### src/rtl/multi_row_window_buffer_pkg.sv
`default_nettype none
// ============================================================================
// Module   : multi_row_window_buffer_pkg
// Purpose  : Shared helpers for the multi-row window buffer and the MAC blocks
//            that consume its flattened tap bus.
//            - clog2_w : counter/index width, never narrower than 1 bit
//            - tap_lo  : LSB position of tap k within the flattened tap bus
// Revision : 1.0 - initial release
// ============================================================================
package multi_row_window_buffer_pkg;

    // Width of an index that can address n distinct values (minimum 1 bit).
    function automatic int clog2_w(input int n);
        return (n <= 2) ? 1 : $clog2(n);
    endfunction

    // Tap k of a flattened bus occupies [tap_lo(k)+bw-1 : tap_lo(k)].
    function automatic int tap_lo(input int k, input int bw);
        return k * bw;
    endfunction

endpackage
`default_nettype wire

### src/rtl/multi_row_window_buffer_if.sv
`default_nettype none
// ============================================================================
// Module   : multi_row_window_buffer_if
// Purpose  : Pixel stream in / tap column out bundle of the window buffer.
//            master : pixel source (drives en, sof, rb_in)
//            slave  : window buffer (drives rb_out, out_valid, out_col,
//                     out_last)
// Revision : 1.0 - initial release
// ============================================================================
interface multi_row_window_buffer_if
    import multi_row_window_buffer_pkg::*;
#(
    parameter int COLS      = 32,
    parameter int ROWS      = 5,
    parameter int BIT_WIDTH = 16
) ();

    logic                          en;
    logic                          sof;
    logic [BIT_WIDTH-1:0]          rb_in;
    logic [ROWS*BIT_WIDTH-1:0]     rb_out;
    logic                          out_valid;
    logic [clog2_w(COLS)-1:0]      out_col;
    logic                          out_last;

    modport master (
        output en, sof, rb_in,
        input  rb_out, out_valid, out_col, out_last
    );

    modport slave (
        input  en, sof, rb_in,
        output rb_out, out_valid, out_col, out_last
    );

endinterface
`default_nettype wire

### src/rtl/multi_row_window_buffer_row_delay_line.sv
`default_nettype none
// ============================================================================
// Module   : row_delay_line
// Purpose  : Enable-gated shift line of COLS entries; o_dout is the value
//            shifted in COLS enabled cycles earlier. Synchronous clear.
// Ports    : clk, rst (sync, active-high), i_en (shift strobe),
//            i_din (entry value), o_dout (oldest entry)
// Revision : 1.0 - initial release
// ============================================================================
module row_delay_line #(
    parameter int COLS      = 32,
    parameter int BIT_WIDTH = 16
) (
    input  wire logic                 clk,
    input  wire logic                 rst,
    input  wire logic                 i_en,
    input  wire logic [BIT_WIDTH-1:0] i_din,
    output logic      [BIT_WIDTH-1:0] o_dout
);

    logic [BIT_WIDTH-1:0] r_mem [COLS];

    always_ff @(posedge clk) begin
        if (rst) begin
            for (int i = 0; i < COLS; i++) begin
                r_mem[i] <= '0;
            end
        end else if (i_en) begin
            r_mem[0] <= i_din;
            for (int i = 1; i < COLS; i++) begin
                r_mem[i] <= r_mem[i-1];
            end
        end
    end

    assign o_dout = r_mem[COLS-1];

endmodule
`default_nettype wire

### src/rtl/multi_row_window_buffer.sv
`default_nettype none
// ============================================================================
// Module   : multi_row_window_buffer
// Purpose  : N-row line buffer. Presents a vertically aligned column of ROWS
//            pixels (tap k = pixel accepted k*COLS accepts before the newest)
//            plus frame position, window-valid and last-column flags.
// Ports    : clk, rst (sync, active-high)
//            bus.slave : en, sof, rb_in in; rb_out, out_valid, out_col,
//                        out_last out
// Revision : 1.0 - initial release
// ============================================================================
module multi_row_window_buffer
    import multi_row_window_buffer_pkg::*;
#(
    parameter int COLS      = 32,
    parameter int ROWS      = 5,
    parameter int BIT_WIDTH = 16
) (
    input  wire logic                 clk,
    input  wire logic                 rst,
    multi_row_window_buffer_if.slave  bus
);

    localparam int c_col_w = clog2_w(COLS);
    localparam int c_row_w = clog2_w(ROWS);
    localparam logic [c_col_w-1:0] c_last_col = c_col_w'(COLS - 1);
    localparam logic [c_row_w-1:0] c_last_row = c_row_w'(ROWS - 1);

    logic [BIT_WIDTH-1:0]      r_tap0;
    logic [BIT_WIDTH-1:0]      w_tap [ROWS];
    logic [ROWS*BIT_WIDTH-1:0] w_rb_out;

    logic [c_col_w-1:0]        r_col_cnt;
    logic [c_row_w-1:0]        r_row_cnt;
    logic [c_col_w-1:0]        w_col_eff;
    logic [c_row_w-1:0]        w_row_eff;
    logic                      w_wrap;

    logic                      r_out_valid;
    logic [c_col_w-1:0]        r_out_col;
    logic                      r_out_last;

    assign w_tap[0] = r_tap0;

    // Each line is fed from the tap above it, so line k delays tap 0 by
    // k*COLS accepts in total.
    generate
        for (genvar k = 1; k < ROWS; k++) begin : g_line
            row_delay_line #(
                .COLS      (COLS),
                .BIT_WIDTH (BIT_WIDTH)
            ) u_line (
                .clk    (clk),
                .rst    (rst),
                .i_en   (bus.en),
                .i_din  (w_tap[k-1]),
                .o_dout (w_tap[k])
            );
        end
        for (genvar k = 0; k < ROWS; k++) begin : g_flat
            assign w_rb_out[tap_lo(k, BIT_WIDTH) +: BIT_WIDTH] = w_tap[k];
        end
    endgenerate

    // A start-of-frame pixel is position (0,0) regardless of the counters.
    always_comb begin
        w_col_eff = bus.sof ? '0 : r_col_cnt;
        w_row_eff = bus.sof ? '0 : r_row_cnt;
        w_wrap    = (w_col_eff == c_last_col);
    end

    always_ff @(posedge clk) begin
        if (rst) begin
            r_tap0      <= '0;
            r_col_cnt   <= '0;
            r_row_cnt   <= '0;
            r_out_valid <= 1'b0;
            r_out_col   <= '0;
            r_out_last  <= 1'b0;
        end else begin
            r_out_valid <= 1'b0;
            if (bus.en) begin
                r_tap0      <= bus.rb_in;
                r_out_col   <= w_col_eff;
                r_out_last  <= w_wrap;
                r_out_valid <= (w_row_eff == c_last_row);
                r_col_cnt   <= w_wrap ? '0 : w_col_eff + c_col_w'(1);
                // Row count saturates: once the window is full it stays full.
                if (w_wrap && (w_row_eff != c_last_row)) begin
                    r_row_cnt <= w_row_eff + c_row_w'(1);
                end else begin
                    r_row_cnt <= w_row_eff;
                end
            end
        end
    end

    assign bus.rb_out    = w_rb_out;
    assign bus.out_valid = r_out_valid;
    assign bus.out_col   = r_out_col;
    assign bus.out_last  = r_out_last;

endmodule
`default_nettype wire

### src/flat_wrapper.sv
// flat-port wrapper written by rule: the top's interface ports become plain ports
module multi_row_window_buffer_flat import multi_row_window_buffer_pkg::*;
#(
    parameter int COLS      = 32,
    parameter int ROWS      = 5,
    parameter int BIT_WIDTH = 16
)
  (clk, rst, bus_en, bus_sof, bus_rb_in, bus_rb_out, bus_out_valid, bus_out_col, bus_out_last);
  multi_row_window_buffer_if #(.COLS(COLS), .ROWS(ROWS), .BIT_WIDTH(BIT_WIDTH)) bus_i ();
  input  wire logic clk;
  input  wire logic rst;
  input wire logic [$bits(bus_i.en)-1:0] bus_en;
  input wire logic [$bits(bus_i.sof)-1:0] bus_sof;
  input wire logic [$bits(bus_i.rb_in)-1:0] bus_rb_in;
  output wire logic [$bits(bus_i.rb_out)-1:0] bus_rb_out;
  output wire logic [$bits(bus_i.out_valid)-1:0] bus_out_valid;
  output wire logic [$bits(bus_i.out_col)-1:0] bus_out_col;
  output wire logic [$bits(bus_i.out_last)-1:0] bus_out_last;
  assign bus_i.en = bus_en;
  assign bus_i.sof = bus_sof;
  assign bus_i.rb_in = bus_rb_in;
  assign bus_rb_out = bus_i.rb_out;
  assign bus_out_valid = bus_i.out_valid;
  assign bus_out_col = bus_i.out_col;
  assign bus_out_last = bus_i.out_last;
  multi_row_window_buffer #(.COLS(COLS), .ROWS(ROWS), .BIT_WIDTH(BIT_WIDTH)) u_core (.clk(clk), .rst(rst), .bus(bus_i));
endmodule
### config.mk
export PLATFORM = sky130hd
export DESIGN_NAME = multi_row_window_buffer_flat
export DESIGN_NICKNAME = d
export VERILOG_FILES = /design/src/rtl/multi_row_window_buffer_pkg.sv /design/src/rtl/multi_row_window_buffer_if.sv /design/src/rtl/multi_row_window_buffer_row_delay_line.sv /design/src/rtl/multi_row_window_buffer.sv /design/src/flat_wrapper.sv
export SDC_FILE = /design/constraint.sdc
export NUM_CORES = 2
export LEC_CHECK = 0
export CAP_MARGIN = 20
export CORE_MARGIN = 4
export CORE_UTILIZATION = 56
export CTS_CLUSTER_DIAMETER = 30
export CTS_CLUSTER_SIZE = 24
export DETAILED_ROUTE_END_ITERATION = 16
export PLACE_DENSITY = 0.81
export REMOVE_ABC_BUFFERS = 1
export SETUP_SLACK_MARGIN = 0.15
export SLEW_MARGIN = 10
export SYNTH_ARGS = -nofsm -noshare
export SYNTH_HDL_FRONTEND = slang
export SYNTH_SLANG_ARGS = --single-unit
export TNS_END_PERCENT = 10
### constraint.sdc
create_clock -name clk -period 34.4 [get_ports clk]
set_input_delay 8.6 -clock clk [delete_from_list [all_inputs] [get_ports clk]]
set_output_delay 8.6 -clock clk [all_outputs]
set_load 0.1 [all_outputs]
==> flow_metrics.tcl <==
set metrics [dict create \
    status "completed" \
    ff_latch_area_um2 62120 \
    io_buffers 106 \
    cp_cell_sequence "buf_2 > buf_4 > or2_4 > buf_4 > buf_4 > buf_4 > buf_4 > buf_4" \
    max_slew_margin_pct 21.59 \
    syn2layout_area_growth_pct 19.11 \
    insertedDiodeCount 0 \
    cts_tree "done" \
    fillerInstances 8378 \
    maxSlewViolCount 0 \
    nets 4770 \
    die_h_um 379.4 \
    ys_seq_area_share_pct 80.43 \
    insertion_delay_ps 910 \
    path_clk_slew_ps 50 \
    hold_slack_ps 450.0 \
    postSynthCellCount 4519 \
    r2r_end "u_core.r_row_cnt[2]$_SDFFE_PP0P_" \
    routed_wl_um 109900 \
    worst_path_largest_cell_delay_ps 940 \
    core_area_um2 137300 \
    r2r_start "u_core.r_col_cnt[1]$_SDFFE_PP0P_" \
    antenna_left 0 \
    slowest_stage "buf_4" \
    finalHoldViolations 0 \
    postCtsSetupBuffers 0 \
    r2r_cells 7 \
    crit_end "u_core.g_line[2].u_line.r_mem[1][227]$_SDFFCE_PP0P_" \
    critPathBufInv 7 \
    multi_input_comb_area_um2 13440 \
    cts_buffer_depth 4 \
    rows 136 \
    vias_per_cell 4.971 \
    final_cell_mix "2048 x edfxtp_1, 1152 x and2_1, 901 x nor2b_1" \
    max_slew.worst_pin.slew_ps 1176 \
    drc 0 \
    combPwrFrac_pct 3.3 \
    cpMostUsedCell "buf_4" \
    dieArea_um2 143900 \
    crit_path_end_kind "register" \
    rsz0062_at_grt "false" \
    seqPwrFrac_pct 43.8 \
    synth_area_um2 77230 \
    max-vdd-ir-drop_mv 0.06637 \
    grt_usage_pct 15.39 \
    p_switching_mw 1.453 \
    first_iter_violations 2609 \
    syn-mean-instance-area_um2 17.09 \
    p_int_mw 5.432 \
    final-setup-viol-count 0 \
    sw_frac_of_total_pct 21.10 \
    antenna_found_initial 1 \
    initial_core_util_pct 56.24 \
    wl_per_cell_um 16.06 \
    drive_above_1_share_pct 12.95 \
    io_pins 107 \
    synth.distinct_cells 29 \
    place_congestion 0.6979 \
    mostFrequentLayoutCell "edfxtp_1" \
    cp-startpoint "bus_en" \
    startpoint_type "input port" \
    ys_ff_latch 2079 \
    grt_overflow 0 \
    critPathRequiredTime_ps 34880 \
    p_per_area_nw_per_um2 74.84 \
    reg2reg_slack_ps 32390 \
    yosysWarnings 0 \
    root_buffer "clkbuf_16" \
    grt_max_degree 309 \
    clkPwrFrac_pct 52.9 \
    ctsHoldBuffers 0 \
    hold_class "register to register" \
    die_w_um 379.4 \
    cp.depth 8 \
    htreeDepth 5 \
    firstDrtPassIters 5 \
    fmax_ghz 0.07138 \
    fin_skew_ps 72.39 \
    critical_path.top_delay_family "buffers and inverters" \
    vias 34020 \
    period_share_pct 40.73 \
    final_cells 6843 \
    clock_sinks 2079 \
    final_area_um2 91990 \
    power.leakage_nw 35.23 \
    numCtsBuffers 381 \
    crit_arrival_ps 14490 \
    cts_resized 0 \
    cp_max_fo 89 \
    cap_viol_max_count 0 \
    place_area_um2 79220 \
    grt_pass1_wl_um 180300 \
    grt_pass1_vias 35160 \
    post-route-min-period_ps 14010 \
    dp_cells 6153 \
    dp_hpwl_um 45930 \
    setup_tns_ps 0 \
    fin_util_pct 66.99 \
    crit_type "input port to register" \
]
## power groups by stage
stage	clock, mW	sequential (mW)	combinational [mW]
after global placement	0	3.06	0.219
final	3.64	3.02	0.226
after floorplan	0	3.21	0.114
after CTS	3.71	3.02	0.230
after global routing	3.84	3.03	0.248
after detailed placement	0	3.06	0.226
## area by class of cell
| type | count | area share, % |
|---|---|---|
| repair buffers | 145 | 1.646 |
| clock inverters | 259 | 3.088 |
| well taps | 1794 | 2.440 |
| clock buffers | 427 | 10.68 |
| inverters | 2 | 0.008161 |
| flip-flops and latches | 2079 | 67.53 |
| multi-input cells | 2137 | 14.61 |
## cells by family (layout without fill, tap and decap cells)
family,Yosys count,in the layout,synth area share [%]
AOI/OAI and AO/OA,9,9,0.07289
DFF,2079,2079,80.43
adders and majority gates,4,4,0.06481
and+or+nand+nor,2100,2100,16.94
buffers and inverters,303,833,2.174
muxes,24,24,0.3127
## flip-flops by register name, summed over array words and instances, names as in the netlist
signal,count
u_core.bus.out_col,5
u_core.bus.out_last,1
u_core.r_tap0,16
u_core.bus.out_valid,1
u_core.r_row_cnt,3
u_core.g_line.u_line.r_mem,2048
u_core.r_col_cnt,5
## per-layer routing
| layer | vias up | routed length, µm | track usage [%] |
|---|---|---|---|
| met2 | 597 | 51830 | 23.38 |
| met1 | 16950 | 50490 | 21.65 |
| met4 | 0 | 2893 | 5.949 |
| met3 | 250 | 4706 | 3.953 |
| li1 | 16220 | - | - |
| met5 | - | 0 | 0 |
## per-stage QoR
| stage | setup slack (ps) | power (mW) |
|---|---|---|
| after floorplan | -45.57 | 3.324 |
| after detailed placement | 19420 | 3.286 |
| after global placement | 19590 | 3.276 |
| after CTS | 20420 | 6.958 |
| after global routing | 19940 | 7.123 |
| final | 20390 | 6.885 |
## worst min-delay path by stage
stage	cells after the start	slack, ps	startpoint	to
after floorplan	2	450	u_core.r_row_cnt[1]$_SDFFE_PP0P_	u_core.r_row_cnt[1]$_SDFFE_PP0P_
after global placement	2	460	u_core.r_row_cnt[1]$_SDFFE_PP0P_	u_core.r_row_cnt[1]$_SDFFE_PP0P_
after detailed placement	2	460	u_core.bus.out_col[3]$_SDFFE_PP0P_	u_core.bus.out_col[3]$_SDFFE_PP0P_
after CTS	1	460	u_core.g_line[2].u_line.r_mem[0][133]$_SDFFCE_PN0P_	u_core.g_line[2].u_line.r_mem[0][149]$_SDFFCE_PN0P_
after global routing	1	450	u_core.g_line[2].u_line.r_mem[0][255]$_SDFFCE_PN0P_	u_core.g_line[2].u_line.r_mem[1][15]$_SDFFCE_PN0P_
final	1	450	u_core.g_line[2].u_line.r_mem[0][133]$_SDFFCE_PN0P_	u_core.g_line[2].u_line.r_mem[0][149]$_SDFFCE_PN0P_
## synthesized netlist by cell type, drive strengths merged
library cell | count | area share (%)
a211oi | 2 | 0.019
a21oi | 3 | 0.019
a31oi | 2 | 0.016
and2 | 1152 | 9.3
and3 | 1 | 0.0081
and3b | 1 | 0.011
buf | 112 | 1.1
clkbuf | 189 | 1.1
dfxtp | 31 | 0.80
edfxtp | 2048 | 80
ha | 4 | 0.065
inv | 2 | 0.0097
mux2 | 1 | 0.015
mux2i | 23 | 0.30
nand2 | 1 | 0.0049
nand2b | 6 | 0.049
nand3 | 3 | 0.019
nand3b | 2 | 0.019
nand4 | 1 | 0.0081
nand4bb | 2 | 0.029
nor2 | 26 | 0.13
nor2b | 902 | 7.3
nor3b | 2 | 0.019
o21ai | 1 | 0.0065
o32ai | 1 | 0.011
or2 | 1 | 0.0081
(Power assumes the default switching activity.)
